[src/rtl/tpuv2_ctrl_if.sv]
// Host access bus of tpuv2_ctrl: one request per cycle, read data returned one cycle later.
interface tpuv2_ctrl_if #(
  parameter int ADDRW = 16,
  parameter int DATAW = 64
);
  // Handshake: req is a valid strobe without back-pressure, so every request is taken in the
  // cycle it is presented; each read (r_w=0) answers with exactly one rd_valid pulse, carrying
  // dataOut, in the following cycle. Writes produce no response on this bus.
  logic             req;
  logic             r_w;
  logic [ADDRW-1:0] addr;
  logic [DATAW-1:0] dataIn;
  logic [DATAW-1:0] dataOut;
  logic             rd_valid;

  modport master (output req, r_w, addr, dataIn, input dataOut, rd_valid);
  modport slave  (input req, r_w, addr, dataIn, output dataOut, rd_valid);
endinterface

[src/rtl/tpuv2_ctrl.sv]
// Memory-mapped sequencer for a DIM x DIM systolic matrix-multiply unit (memA/memB/array control).
// Build macro TPU_PERF_CNT_EN adds a RUN-cycle / rejected-access counter CSR at BASE_CSR+2*DATAW/8.
module tpuv2_ctrl #(
  parameter int               BITS_AB  = 8,
  parameter int               BITS_C   = 16,
  parameter int               DIM      = 8,
  parameter int               ADDRW    = 16,
  parameter int               DATAW    = 64,
  parameter logic [ADDRW-1:0] BASE_A   = 'h100,
  parameter logic [ADDRW-1:0] BASE_B   = 'h200,
  parameter logic [ADDRW-1:0] BASE_C   = 'h300,
  parameter logic [ADDRW-1:0] BASE_CSR = 'h400
) (
  input  logic                    clk,
  input  logic                    rst,
  tpuv2_ctrl_if.slave             host,
  output logic                    a_en,
  output logic                    a_wr,
  output logic [$clog2(DIM)-1:0]  a_row,
  output logic [DIM*BITS_AB-1:0]  a_din,
  output logic                    b_en,
  output logic [DIM*BITS_AB-1:0]  b_din,
  output logic                    sa_en,
  output logic                    c_wr,
  output logic [$clog2(DIM)-1:0]  c_row,
  output logic [DIM*BITS_C-1:0]   c_din,
  input  logic [DIM*BITS_C-1:0]   c_dout,
  output logic                    busy
);
  localparam int RW     = $clog2(DIM);
  localparam int STRIDE = DATAW / 8;
  localparam int CW     = (DIM * BITS_C) / DATAW;
  localparam int SW     = (CW > 1) ? $clog2(CW) : 1;
  localparam int NSTEPS = 3 * DIM - 2;
  localparam int CNTW   = $clog2(NSTEPS + 1);

  localparam logic [ADDRW-1:0] STRIDE_L = ADDRW'(STRIDE);
  localparam logic [ADDRW-1:0] AB_SPAN  = ADDRW'(DIM * STRIDE);
  localparam logic [ADDRW-1:0] C_SPAN   = ADDRW'(DIM * CW * STRIDE);
  localparam logic [ADDRW-1:0] CSR_SPAN = ADDRW'(3 * STRIDE);
  localparam logic [ADDRW-1:0] CW_L     = ADDRW'(CW);

  typedef enum logic {IDLE, RUN} state_t;

  // Address decode; anything past the last row of a window falls out of every hit.
  logic [ADDRW-1:0] off_a, off_b, off_c, off_csr, word_c;
  logic             hit_a, hit_b, hit_c, hit_csr;
  logic [RW-1:0]    row_a, row_c;
  logic [SW-1:0]    sub_c;
  logic [1:0]       csr_idx;

  always_comb begin
    off_a   = host.addr - BASE_A;
    off_b   = host.addr - BASE_B;
    off_c   = host.addr - BASE_C;
    off_csr = host.addr - BASE_CSR;
    hit_a   = (host.addr >= BASE_A)   && (off_a   < AB_SPAN);
    hit_b   = (host.addr >= BASE_B)   && (off_b   < AB_SPAN);
    hit_c   = (host.addr >= BASE_C)   && (off_c   < C_SPAN);
    hit_csr = (host.addr >= BASE_CSR) && (off_csr < CSR_SPAN);
    word_c  = off_c / STRIDE_L;
    row_a   = RW'(off_a / STRIDE_L);
    row_c   = RW'(word_c / CW_L);
    sub_c   = SW'(word_c % CW_L);
    csr_idx = 2'(off_csr / STRIDE_L);
  end

  state_t                state_q, state_d;
  logic [CNTW-1:0]       count_q, count_d;
  logic                  done_q, done_d, err_q, err_d;
  logic                  a_wr_q, a_wr_d, b_wr_q, b_wr_d, c_wr_q, c_wr_d;
  logic [RW-1:0]         a_row_q, a_row_d, c_row_q, c_row_d;
  logic [DIM*BITS_AB-1:0] a_din_q, a_din_d, b_din_q, b_din_d;
  logic [DIM*BITS_C-1:0] c_din_q, c_din_d;
  logic                  rd_valid_q, rd_valid_d;
  logic [DATAW-1:0]      dout_q, dout_d;
`ifdef TPU_PERF_CNT_EN
  logic [31:0]           perf_cyc_q, perf_cyc_d;
  logic [15:0]           perf_rej_q, perf_rej_d;
`endif

  logic             idle, wr, rd, c_access, cmd_hit, reject;
  logic [DATAW-1:0] status_word, perf_word;

  always_comb begin
    idle     = (state_q == IDLE);
    wr       = host.req && host.r_w;
    rd       = host.req && !host.r_w;
    c_access = !rst && host.req && hit_c && idle;
    // C row is steered combinationally so c_dout is valid for the merge/read in the request cycle.
    c_row    = c_access ? row_c : c_row_q;
    cmd_hit  = hit_csr && (csr_idx == 2'd0);
    reject   = !idle && ((wr && (hit_a || hit_b || hit_c || cmd_hit)) || (rd && hit_c));
    status_word = DATAW'({err_q, done_q, !idle});
`ifdef TPU_PERF_CNT_EN
    perf_word = DATAW'(perf_cyc_q) | ((DATAW >= 64) ? (DATAW'(perf_rej_q) << 48) : '0);
`else
    perf_word = '0;
`endif

    state_d    = state_q;
    count_d    = count_q;
    done_d     = done_q;
    err_d      = err_q || reject;
    a_wr_d     = 1'b0;
    a_row_d    = '0;
    a_din_d    = '0;
    b_wr_d     = 1'b0;
    b_din_d    = '0;
    c_wr_d     = 1'b0;
    c_row_d    = c_row;
    c_din_d    = '0;
    rd_valid_d = rd;
    dout_d     = '0;

    if (!idle) begin
      if (count_q == CNTW'(NSTEPS)) begin
        state_d = IDLE;
        count_d = '0;
        done_d  = 1'b1;
      end else begin
        count_d = count_q + 1'b1;
      end
    end

    if (wr && idle) begin
      if (hit_a) begin
        a_wr_d  = 1'b1;
        a_row_d = row_a;
        a_din_d = host.dataIn;
      end
      if (hit_b) begin
        b_wr_d  = 1'b1;
        b_din_d = host.dataIn;
      end
      if (hit_c) begin
        c_wr_d  = 1'b1;
        c_din_d = c_dout;
        c_din_d[sub_c*DATAW +: DATAW] = host.dataIn;
      end
      if (cmd_hit) begin
        state_d = RUN;
        count_d = CNTW'(1);
        done_d  = 1'b0;
        err_d   = 1'b0;
      end
    end

    if (rd) begin
      if (hit_c && idle)                      dout_d = c_dout[sub_c*DATAW +: DATAW];
      else if (hit_csr && csr_idx == 2'd1)    dout_d = status_word;
      else if (hit_csr && csr_idx == 2'd2)    dout_d = perf_word;
    end

`ifdef TPU_PERF_CNT_EN
    perf_cyc_d = perf_cyc_q + 32'(!idle);
    perf_rej_d = perf_rej_q + 16'(reject);
    if (wr && idle && cmd_hit) begin
      perf_cyc_d = '0;
      perf_rej_d = '0;
    end
`endif
  end

  always_ff @(posedge clk) begin
    if (rst) begin
      state_q    <= IDLE;
      count_q    <= '0;
      done_q     <= 1'b0;
      err_q      <= 1'b0;
      a_wr_q     <= 1'b0;
      a_row_q    <= '0;
      a_din_q    <= '0;
      b_wr_q     <= 1'b0;
      b_din_q    <= '0;
      c_wr_q     <= 1'b0;
      c_row_q    <= '0;
      c_din_q    <= '0;
      rd_valid_q <= 1'b0;
      dout_q     <= '0;
`ifdef TPU_PERF_CNT_EN
      perf_cyc_q <= '0;
      perf_rej_q <= '0;
`endif
    end else begin
      state_q    <= state_d;
      count_q    <= count_d;
      done_q     <= done_d;
      err_q      <= err_d;
      a_wr_q     <= a_wr_d;
      a_row_q    <= a_row_d;
      a_din_q    <= a_din_d;
      b_wr_q     <= b_wr_d;
      b_din_q    <= b_din_d;
      c_wr_q     <= c_wr_d;
      c_row_q    <= c_row_d;
      c_din_q    <= c_din_d;
      rd_valid_q <= rd_valid_d;
      dout_q     <= dout_d;
`ifdef TPU_PERF_CNT_EN
      perf_cyc_q <= perf_cyc_d;
      perf_rej_q <= perf_rej_d;
`endif
    end
  end

  // The enables are the RUN state itself, so they span exactly NSTEPS cycles.
  assign busy          = (state_q == RUN);
  assign a_en          = busy;
  assign sa_en         = busy;
  assign b_en          = busy || b_wr_q;
  assign a_wr          = a_wr_q;
  assign a_row         = a_row_q;
  assign a_din         = a_din_q;
  assign b_din         = b_din_q;
  assign c_wr          = c_wr_q;
  assign c_din         = c_din_q;
  assign host.dataOut  = dout_q;
  assign host.rd_valid = rd_valid_q;
endmodule

[src/flat_wrapper.sv]
// flat-port wrapper written by rule: the top's interface ports become plain ports
module tpuv2_ctrl_flat 
#(
  parameter int               BITS_AB  = 8,
  parameter int               BITS_C   = 16,
  parameter int               DIM      = 8,
  parameter int               ADDRW    = 16,
  parameter int               DATAW    = 64,
  parameter logic [ADDRW-1:0] BASE_A   = 'h100,
  parameter logic [ADDRW-1:0] BASE_B   = 'h200,
  parameter logic [ADDRW-1:0] BASE_C   = 'h300,
  parameter logic [ADDRW-1:0] BASE_CSR = 'h400
)
  (clk, rst, a_en, a_wr, a_row, a_din, b_en, b_din, sa_en, c_wr, c_row, c_din, c_dout, busy, host_req, host_r_w, host_addr, host_dataIn, host_dataOut, host_rd_valid);
  tpuv2_ctrl_if #(.ADDRW(ADDRW), .DATAW(DATAW)) host_i ();
  input  logic clk;
  input  logic rst;
  output logic a_en;
  output logic a_wr;
  output logic [$clog2(DIM)-1:0] a_row;
  output logic [DIM*BITS_AB-1:0] a_din;
  output logic b_en;
  output logic [DIM*BITS_AB-1:0] b_din;
  output logic sa_en;
  output logic c_wr;
  output logic [$clog2(DIM)-1:0] c_row;
  output logic [DIM*BITS_C-1:0] c_din;
  input  logic [DIM*BITS_C-1:0] c_dout;
  output logic busy;
  input wire logic [$bits(host_i.req)-1:0] host_req;
  input wire logic [$bits(host_i.r_w)-1:0] host_r_w;
  input wire logic [$bits(host_i.addr)-1:0] host_addr;
  input wire logic [$bits(host_i.dataIn)-1:0] host_dataIn;
  output wire logic [$bits(host_i.dataOut)-1:0] host_dataOut;
  output wire logic [$bits(host_i.rd_valid)-1:0] host_rd_valid;
  assign host_i.req = host_req;
  assign host_i.r_w = host_r_w;
  assign host_i.addr = host_addr;
  assign host_i.dataIn = host_dataIn;
  assign host_dataOut = host_i.dataOut;
  assign host_rd_valid = host_i.rd_valid;
  tpuv2_ctrl #(.BITS_AB(BITS_AB), .BITS_C(BITS_C), .DIM(DIM), .ADDRW(ADDRW), .DATAW(DATAW), .BASE_A(BASE_A), .BASE_B(BASE_B), .BASE_C(BASE_C), .BASE_CSR(BASE_CSR)) u_core (.clk(clk), .rst(rst), .host(host_i), .a_en(a_en), .a_wr(a_wr), .a_row(a_row), .a_din(a_din), .b_en(b_en), .b_din(b_din), .sa_en(sa_en), .c_wr(c_wr), .c_row(c_row), .c_din(c_din), .c_dout(c_dout), .busy(busy));
endmodule
[config.mk]
export PLATFORM = sky130hd
export DESIGN_NAME = tpuv2_ctrl_flat
export DESIGN_NICKNAME = d
export VERILOG_FILES = /design/src/rtl/tpuv2_ctrl_if.sv /design/src/rtl/tpuv2_ctrl.sv /design/src/flat_wrapper.sv
export SDC_FILE = /design/constraint.sdc
export NUM_CORES = 1
export LEC_CHECK = 0
export BUFFER_PORTS_ARGS = -buffer_cell sky130_fd_sc_hd__buf_2
export CELL_PAD_IN_SITES_DETAIL_PLACEMENT = 0
export CELL_PAD_IN_SITES_GLOBAL_PLACEMENT = 1
export CORE_AREA = 2 2 214 216
export CTS_BUF_LIST = sky130_fd_sc_hd__clkbuf_4
export DETAILED_ROUTE_END_ITERATION = 8
export DIE_AREA = 0 0 216 218
export MAX_ROUTING_LAYER = met4
export PLACE_DENSITY = 0.61
export SLEW_MARGIN = 20
export SYNTH_ARGS = -nofsm -noshare
export SYNTH_HDL_FRONTEND = slang
export SYNTH_SLANG_ARGS = --single-unit
[constraint.sdc]
create_clock -name clk -period 1.9 [get_ports clk]
set_clock_uncertainty 0.05 [all_clocks]
set_input_delay 0.095 -clock clk [delete_from_list [all_inputs] [get_ports clk]]
set_output_delay 0.095 -clock clk [all_outputs]
set_load 0.02 [all_outputs]
==> results.ini, run 1 <==
[outcome]
status=did not finish
flow.stopped_at=clock tree synthesis (4_1_cts)
tool.error=[ERROR RSZ-0060] Max buffer count reached.

[logic_synthesis]
synth_flop_cell=dfxtp_1
synth_warnings=0
ys_seq_area_frac=0.606
synth_area_um2=11200
synth-async-reset-ratio=0
synth_area_per_cell_um2=11.1
yosysUniqueCellTypes=46
ys_ff_latch=338
yosysMostFrequentCell=dfxtp_1
yosys-top-cells-area=dfxtp_1, mux2i_1, and2_1, nor2_1, clkbuf_1
synth_nets=1222
syn_inst=1005
yosys.area.top_type_share=0.606
synth-edff-count=0
synth_common_cells=dfxtp_1, nor2_1, mux2i_1
yosys.area.top_type=dfxtp_1

[place]
dp_hpwl_um=28000
post_dp_cell_area_um2=14700
place_congestion=0.810
io_buffers=541

[cts]
post_cts_buffers=5
htree_levels=3
clock-root-buffer=clkbuf_4
cts.path.max_buffers=3
hold_buffers=457
post_cts_resized=12
cts.sink_count=338
cts_buffers=91

[floorplanning]
num_rows=78
ios=545
fp.dieH_um=218
initial_utilization=0.249
die_x_um=216

==> metrics by stage <==
| step | setup WS, ns | std cells | setup TNS (ns) | hold WS (ns) |
|---|---|---|---|---|
| 2_1_floorplan | 0.00335 | 1005 | 0 | 0.144 |
| 3_3_place_gp | -0.184 | 2115 | -28.29 | 0.289 |
| 3_5_place_dp | -0.220 | 2115 | -36.66 | 0.297 |
==> kinds of logic after synthesis <==
family                     synth area share
xor gates and xnor gates            0.00392
adders and majority gates           0.00561
buffers and inverters                0.0291
AOI/OAI and AO/OA                   0.00998
muxes                                 0.176
and+or+nand+nor                       0.169
DFF                                   0.606
==> run 2: changes to the inputs <==
CELL_PAD_IN_SITES_DETAIL_PLACEMENT = default   (was 0)
CELL_PAD_IN_SITES_GLOBAL_PLACEMENT = default   (was 1)
CORE_AREA = 2 2 209 211   (was 2 2 214 216)
CTS_BUF_LIST = default   (was sky130_fd_sc_hd__clkbuf_4)
DIE_AREA = 0 0 211 213   (was 0 0 216 218)
MAX_ROUTING_LAYER = default   (was met4)
PLACE_DENSITY = default   (was 0.61)
PLACE_DENSITY_LB_ADDON = 0.15   (was default)
clock period = 2.5 ns   (was 1.9 ns; I/O delays follow)
==> results.ini, run 2 <==
[setup_path]
crit_type=reg -> out
slowest_stage=or4b_4
endpoint_kind=output pin
r2r_cells=4
start_kind=register
reg2reg_from=u_core.a_en
critPathArrivalTime_ns=1.98
max_stage_delay_ns=0.60
critPathLaunch=u_core.a_en
cp_max_fo=7
cp.required_ns=2.33
path_cells=or4b_4 -> mux2_2 -> buf_2

[power_and_ir_drop]
clock_power_share=0.464
power_density_nw_per_um2=650
p_int_mw=9.21
power_leakage_nw=9.23
power_mw=11.8
seqPwrFrac=0.455
power_frac_comb=0.081
ir_drop_mv=0.452
netSwitchingFraction=0.222
power.switching_mw=2.63

[logic_synthesis]
synth-compound-area-share=0.00998  ; unchanged
synth-simple-area-share=0.169  ; unchanged
yosysUniqueCellTypes=46  ; unchanged
yosys.area.top_type_share=0.606  ; unchanged
synth_nets=1222  ; unchanged
syn_inst=1005  ; unchanged
synth-async-reset-ratio=0  ; unchanged
synthAdderAreaFrac=0.00561  ; unchanged
synth_common_cells=dfxtp_1, nor2_1, mux2i_1
yosys-top-cells-area=dfxtp_1, mux2i_1, and2_1, nor2_1, clkbuf_1
synth_warnings=0  ; unchanged
yosysMostFrequentCell=dfxtp_1
ys_seq_area_frac=0.606  ; unchanged
yosys.area.top_type=dfxtp_1
synth_flop_cell=dfxtp_1
yosys.area_share.xor_xnor=0.00392  ; unchanged
synthMuxAreaShare=0.176  ; unchanged
synth-edff-count=0  ; unchanged
synth_area_um2=11200  ; unchanged
synth_top_family_by_area=multiplexers
synth_area_per_cell_um2=11.1  ; unchanged
ys_ff_latch=338  ; unchanged

[cts]
post_cts_resized=0  ; -12
hold_buffers=251  ; -45%
clock-root-buffer=clkbuf_16
post_cts_buffers=0  ; -5
cts_buffers=39  ; -57%
insertion_delay_ns=0.54
cts.path.max_buffers=3  ; unchanged
cts.sink_count=338  ; unchanged
htree_levels=2  ; -1
clk_pin_slew_ns=0.06
cts_tree=yes

[floorplanning]
coreArea_um2=42700
die_x_um=211  ; -2.3%
num_rows=76  ; -2.6%
die_area_um2=44900
ios=545  ; unchanged
initial_utilization=0.261  ; +0.0128
fp.dieH_um=213  ; -2.3%

[global_routing]
grt_pass1_vias=10400
grt_overflow=0
track_usage=0.174
grt_max_degree=76
antenna_found_initial=2
grt_first_pass_wirelength_um=59800

[place]
dp_hpwl_um=28600  ; +2.1%
io_buffers=541  ; unchanged
place_congestion=0.786  ; -3.0%
post-place-ws_ns=0.212  ; +0.432 ns

[layout]
largest_register_ffs=128
fillers=4189
layout.area.seq_um2=6770
multi_input_area_um2=4090
layout_commonest_cell=buf_2
layout-drive-gt1-share=0.346
area_growth_pct=63.3
final_nets=2008
mostFrequentLayoutCells=buf_2, dfxtp_1, dlygate4sd3_1

[hold_path]
hp-start=host_addr[10]
min_path_cells=5
hp-class=in -> reg

[timing]
period_needed_ns=2.15
whs_ns=0.0512
rsz0062_at_grt=false
fin_setup_tns_ns=0
finalHoldViolCount=0
tightest_slew_ns=0.761
fin_crit_sh=0.861
timing.final.ws_setup_ns=0.349
max_freq_ghz=0.465
slew_violations=0
maxSlewHeadroom=0.492
setup_violations=0

[routing]
wl_um=40600
viasPerCell=4.20
postRouteAntennaNets=0
first_pass_iters=4
drtIter0Drc=313
drc=0
post_drt_wl_per_cell_um=17.2
vias=9916

[outcome]
status=completed

[job]
cap_violations=0

==> run 2: cell counts after synthesis <==
Identical to the previous run, type by type.
==> run 2: logic make-up after synthesis <==
family / Yosys count
buf+inv: 68
fa+ha+maj: 5
xor+xnor: 5
compound gates: 16
flops: 338
simple gates: 377
mux: 196
==> run 2: critical path, delay by kind of cell (launching register included) <==
| family | cells | cell delay (ns) |
|---|---|---|
| DFF | 1 | 0.36 |
| buffers and inverters | 1 | 0.17 |
| and+or+nand+nor | 1 | 0.60 |
| muxes | 1 | 0.32 |
==> run 2: stage by stage <==
step	std cells	cell area [um2]	utilization
CTS	2362	18200	0.427
detailed placement	2045	14500	0.339
finish	2363	18200	0.427
floorplan	1005	11200	-
global route	2362	18200	0.427
global placement	2045	14500	0.339
==> run 2: final timing paths <==
kind                            slack, ns                      to
worst min-delay path                 0.05  u_core.host.dataOut[0]
worst min register to register       0.42           u_core.done_q
worst max-delay path                 0.35                c_row[2]
worst max register to register       0.69        u_core.c_din[80]
==> run 2: power groups by stage <==
stage	registers, mW	clock network [mW]	logic, mW
finish	5.39	5.49	0.960
global route	5.38	5.89	1.04
CTS	5.39	5.67	0.956
detailed placement	5.51	0	0.604
global placement	5.51	0	0.599
floorplan	5.51	0	0.301
==> run 2: area by class of cell <==
type	instances	share of cell area
antenna	1	0.000137
clock buffer	53	0.0597
clock inverter	13	0.00687
inverter	5	0.00103
multi-input combinational	599	0.224
sequential	338	0.371
tap	546	0.0375
timing repair buffer	808	0.299
==> run 2: metal layers <==
layer	vias up	GRT usage	routed length, um
met5	-	0	16
met1	4670	0.194	16400
met4	2	0.0590	1070
met2	338	0.310	20200
met3	68	0.0566	2980
li1	4838	-	-
No activity file was read; power rests on OpenSTA's default activity.
